==> src/rtl/uart_tx_fifo.sv <==
// UART transmitter (8N1, LSB first) fed by a small byte FIFO; optional even parity (8E1).
// Latency: a byte written into an empty, idle block drives the start bit from the next clk edge.
// Backpressure: ready drops when the FIFO is full; a write while full is silently dropped.
// Optional feature: define UART_TX_PARITY_EN to insert an even-parity bit between data and stop.
module uart_tx_fifo #(
  parameter int CLK_DIV    = 104,
  parameter int FIFO_DEPTH = 4
) (
  input  logic       clk,
  input  logic       rstn,
  input  logic       wr_en,
  input  logic [7:0] wr_data,
  output logic       ready,
  output logic       busy,
  output logic       tx
);

  localparam int PTR_W  = $clog2(FIFO_DEPTH);
  localparam int BAUD_W = $clog2(CLK_DIV);

  localparam logic [BAUD_W-1:0] BAUD_LAST = BAUD_W'(CLK_DIV - 1);
  localparam logic [PTR_W:0]    FULL_CNT  = (PTR_W + 1)'(FIFO_DEPTH);

  typedef enum logic [2:0] {
    IDLE,
    START,
    DATA,
`ifdef UART_TX_PARITY_EN
    PARITY,
`endif
    STOP
  } state_t;

  // FIFO storage and bookkeeping
  logic [7:0]     mem [FIFO_DEPTH];
  logic [PTR_W-1:0] wr_ptr;
  logic [PTR_W-1:0] rd_ptr;
  logic [PTR_W:0]   count;
  logic             wr_acc;
  logic             pop;
  logic [7:0]       head;

  // Transmitter state
  state_t            state, state_nxt;
  logic              tx_nxt;
  logic [7:0]        shift, shift_nxt;
  logic [BAUD_W-1:0] baud_cnt, baud_nxt;
  logic [2:0]        bit_idx, bit_nxt;
  logic              baud_end;

`ifdef UART_TX_PARITY_EN
  logic par, par_nxt;
`endif

  // ready reflects occupancy before the edge, so a pop in the same cycle never frees a slot early
  assign ready    = (count != FULL_CNT);
  assign busy     = (state != IDLE) | (count != '0);
  assign wr_acc   = wr_en & ready;
  assign head     = mem[rd_ptr];
  assign baud_end = (baud_cnt == BAUD_LAST);

  // FIFO data array: no reset needed, validity is tracked by the pointers
  always_ff @(posedge clk) begin
    if (wr_acc) begin
      mem[wr_ptr] <= wr_data;
    end
  end

  // FIFO pointers and occupancy; a simultaneous write and pop leave count unchanged
  always_ff @(posedge clk) begin
    if (!rstn) begin
      wr_ptr <= '0;
      rd_ptr <= '0;
      count  <= '0;
    end else begin
      if (wr_acc) begin
        wr_ptr <= wr_ptr + PTR_W'(1);
      end
      if (pop) begin
        rd_ptr <= rd_ptr + PTR_W'(1);
      end
      case ({wr_acc, pop})
        2'b10:   count <= count + (PTR_W + 1)'(1);
        2'b01:   count <= count - (PTR_W + 1)'(1);
        default: count <= count;
      endcase
    end
  end

  // Transmitter registers; tx is registered so the line only moves on clk edges
  always_ff @(posedge clk) begin
    if (!rstn) begin
      state    <= IDLE;
      tx       <= 1'b1;
      shift    <= '0;
      baud_cnt <= '0;
      bit_idx  <= '0;
`ifdef UART_TX_PARITY_EN
      par      <= 1'b0;
`endif
    end else begin
      state    <= state_nxt;
      tx       <= tx_nxt;
      shift    <= shift_nxt;
      baud_cnt <= baud_nxt;
      bit_idx  <= bit_nxt;
`ifdef UART_TX_PARITY_EN
      par      <= par_nxt;
`endif
    end
  end

  // Next-state and next-output logic for the frame sequencer
  always_comb begin
    state_nxt = state;
    tx_nxt    = tx;
    shift_nxt = shift;
    baud_nxt  = baud_end ? '0 : baud_cnt + BAUD_W'(1);
    bit_nxt   = bit_idx;
    pop       = 1'b0;
`ifdef UART_TX_PARITY_EN
    par_nxt   = par;
`endif

    case (state)
      IDLE: begin
        baud_nxt = '0;
        if (count != '0) begin
          pop       = 1'b1;
          shift_nxt = head;
          tx_nxt    = 1'b0;
          state_nxt = START;
`ifdef UART_TX_PARITY_EN
          par_nxt   = ^head;
`endif
        end else begin
          tx_nxt = 1'b1;
        end
      end

      START: begin
        if (baud_end) begin
          tx_nxt    = shift[0];
          bit_nxt   = '0;
          state_nxt = DATA;
        end
      end

      DATA: begin
        if (baud_end) begin
          if (bit_idx == 3'd7) begin
`ifdef UART_TX_PARITY_EN
            tx_nxt    = par;
            state_nxt = PARITY;
`else
            tx_nxt    = 1'b1;
            state_nxt = STOP;
`endif
          end else begin
            // shift[1] is the bit that lands in shift[0] after this shift
            shift_nxt = {1'b0, shift[7:1]};
            tx_nxt    = shift[1];
            bit_nxt   = bit_idx + 3'd1;
          end
        end
      end

`ifdef UART_TX_PARITY_EN
      PARITY: begin
        if (baud_end) begin
          tx_nxt    = 1'b1;
          state_nxt = STOP;
        end
      end
`endif

      STOP: begin
        if (baud_end) begin
          if (count != '0) begin
            // chain straight into the next start bit, no idle-high gap
            pop       = 1'b1;
            shift_nxt = head;
            tx_nxt    = 1'b0;
            state_nxt = START;
`ifdef UART_TX_PARITY_EN
            par_nxt   = ^head;
`endif
          end else begin
            tx_nxt    = 1'b1;
            state_nxt = IDLE;
          end
        end
      end

      default: begin
        tx_nxt    = 1'b1;
        state_nxt = IDLE;
      end
    endcase
  end

endmodule

==> config.mk <==
export PLATFORM = sky130hd
export DESIGN_NAME = uart_tx_fifo
export DESIGN_NICKNAME = d
export VERILOG_FILES = /design/src/rtl/uart_tx_fifo.sv
export SDC_FILE = /design/constraint.sdc
export NUM_CORES = 1
export LEC_CHECK = 0
export ABC_AREA = 1
export BUFFER_PORTS_ARGS = -buffer_cell sky130_fd_sc_hd__buf_2
export CORE_ASPECT_RATIO = 0.7
export CORE_MARGIN = 2
export CORE_UTILIZATION = 55
export CTS_CLUSTER_DIAMETER = 200
export DETAILED_ROUTE_END_ITERATION = 6
export PLACE_DENSITY_LB_ADDON = 0.12
export SYNTH_ARGS = -nofsm -noshare
export SYNTH_HDL_FRONTEND = slang
export SYNTH_SLANG_ARGS = --single-unit
==> constraint.sdc <==
create_clock -name clk -period 4.4 [get_ports clk]
set_input_delay 0.66 -clock clk [delete_from_list [all_inputs] [get_ports clk]]
set_output_delay 0.66 -clock clk [all_outputs]
set_load 0.1 [all_outputs]
==> run metrics <==
outcome=finished, final reports clean; Yosys cell types=31; Net Count, Synth=356; drt first pass iters=4; Mean Syn Cell Area=8.75 µm²; warnings from Yosys=0; Post-synth EDFFs=32; remaining antenna violation count=0; Post-Syn Area=2900 µm²; DRT Wirelength=4780 µm; area grow syn2layout=10.0%; RSZ-0062 raised after global routing=no; Initial Util=0.563; Slew HR=0.470; worst skew pair latency=330 ps; Vias/cell=4.75; via count=2,011; WL/cell=11.3 µm; Synth Register Bits=62; pwr/cell area=628 nW/µm²; Slew Limit Fails=0; cell row count=22; CTS Buf Count=9; global route overflow=0; die area=5870 µm²; Synth Flop Type=edfxtp_1; Die Y=64.7 µm; first-pass GRT wire length=8390 µm; Area after DPL=2980 µm²; final hold viol count=0; CP Max Fanout=4; Clock H-tree levels=3; ANT cells=0; clock skew=6.14 ps; Setup TNS Final=0 ps; Reg clk slew, reported paths=70 ps; crit path DAT=2530 ps; FILL cells=477; Num Clock Sinks=62; Met2 Routed Length=1900 µm; worst min path class=reg2reg; final HPWL from detailed placement=3380 µm; Yosys top cell by area=edfxtp_1; multi-input gate area in the final layout=1110 µm²; First DRT Iteration DRCs=175; post-route cell area=3190 µm²; Post-Place Worst Slack=2110 ps; Post-CTS Setup Repair Bufs=0; min cycle time layout=2310 ps; slew of the pin with the lowest slew margin=794 ps; root buffer cell=clkbuf_8; GP Congestion=0.866; IO Port Bufs=13; worst ir drop on vdd=355 µV; CP required=4620 ps; share of layout cells above drive strength 1=0.131; global-route usage over all layers=0.187; max-cap viol count=0; pin count of the biggest net entering global routing=24; post-synth top area share=0.332; Startpoint Class=flop; DRC=0; CORE AREA=5150 µm²; Post-layout nets=371; met3 routed WL=223 µm; Post-Syn Instances=331; final setup fails=0; Fmax=432 MHz; initial antenna violation count=0; asr flop ratio synth=0; Crit. End Element=flop; num ports=14; post-synthesis sequential area ratio=0.539; Tot Pwr=2000 µW; Tcrit/Tclk final=0.526; PostCTS Resize Cnt=0; Setup CP Type=reg2reg; vias in the first global route=1,867; top routing layer in use=met4; CTS tree=built; Area contributors post-synth=edfxtp_1 33%, dfxtp_1 21%, nand2_1 11%, nor2_1 6.9%, ha_1 5.6%; met1 WL=2610 µm; final worst-path setup slack=2090 ps; Min Hold Slack=453 ps; Die Wd=90.8 µm; P_leak=0.00140 µW; CTS max path bufs=2; # hold bufs at CTS=0; Register Area=1560 µm²
-- metal layers --
metal | global-route usage | up-vias
met2 | 0.258 | 32
met4 | 0.0692 | 0
met5 | 0 | -
li1 | - | 1081
met1 | 0.267 | 894
met3 | 0.0674 | 4
-- layout by cell type (no fill, tap or decap), types with 3 or more instances in the layout --
| cell | synthesis | layout |
|---|---|---|
| nand2_1 | 86 | 86 |
| nor2_1 | 53 | 53 |
| inv_1 | 39 | 39 |
| edfxtp_1 | 32 | 32 |
| dfxtp_1 | 30 | 30 |
| ha_1 | 13 | 13 |
| buf_2 | 4 | 13 |
| o21ai_1 | 11 | 11 |
| a21oi_1 | 10 | 10 |
| o21ai_0 | 9 | 9 |
| clkbuf_8 | 0 | 9 |
| nand3_1 | 7 | 7 |
| nor2_2 | 4 | 4 |
| o21ai_2 | 4 | 4 |
| inv_2 | 3 | 3 |
| o21a_1 | 3 | 3 |
| inv_6 | 0 | 3 |
-- cell usage after synthesis, drive strengths merged, types with 2 or more instances --
cell and instances:
nand3 8, nor2 58, ha 13, buf 8, xor2 2, a21boi 2, o21a 3, nor3 2
inv 42, edfxtp 32, o21ai 24, a21oi 12, dfxtp 30, nand2 88
-- worst paths after layout --
kind,from,end,slack (ps),cells past startpoint
max,baud_cnt[0],count[2],2090,16
min,baud_cnt[0],baud_cnt[0],450,1
max reg2reg,baud_cnt[0],count[2],2090,16
min reg2reg,baud_cnt[0],baud_cnt[0],450,1
-- layout make-up --
type,count,area share
tap,72,0.0283
inverter,42,0.0495
multi-input combinational,218,0.348
clock inverter,7,0.0251
timing repair buffer,13,0.0204
clock buffer,9,0.0389
sequential,62,0.490
-- state kept, by name (all words and copies together), names as in the netlist, named ones only --
signal and flops:
tx 1, shift 8, wr_ptr 2, state 2
rd_ptr 2, mem 32, bit_idx 3, count 3
baud_cnt 7
-- power by group --
part           internal (µW)  total (µW)  leakage [µW]  switching [µW]
registers                708         777      0.000540            69.4
clock network            268         505     0.0000968             237
logic                    212         720      0.000761             507
-- metrics by stage --
| step | cells | utilization |
|---|---|---|
| after global placement | 407 | 0.580 |
| after floorplan | 331 | - |
| after detailed placement | 407 | 0.580 |
| after global routing | 423 | 0.619 |
| after CTS | 423 | 0.619 |
| final | 423 | 0.619 |
-- kinds of logic (layout without fill, tap and decap cells) --
| group | after synthesis | count (layout) | share of synthesized area |
|---|---|---|---|
| AO/OA/AOI/OAI | 43 | 43 | 0.0881 |
| XOR/XNOR | 3 | 3 | 0.00907 |
| adder cells (fa/ha/maj) | 14 | 14 | 0.0630 |
| buffers and inverters | 51 | 71 | 0.0782 |
| flip-flops | 62 | 62 | 0.539 |
| AND/OR/NAND/NOR | 158 | 158 | 0.223 |
-- worst max-delay path, stage by stage, from the launching register on --
cell and delay (ps):
dfxtp_1 350, ha_1 170, nand2_1 80, inv_2 100
nand2_1 60, nor2_1 80, nand2_1 60, nand2_1 90
nand2_2 80, inv_1 60, ha_1 130, inv_1 60
fa_1 370, a21oi_1 140, o21ai_0 130, o21ai_0 170
a21oi_1 50
Note: power is estimated with default switching activity, not from simulation.
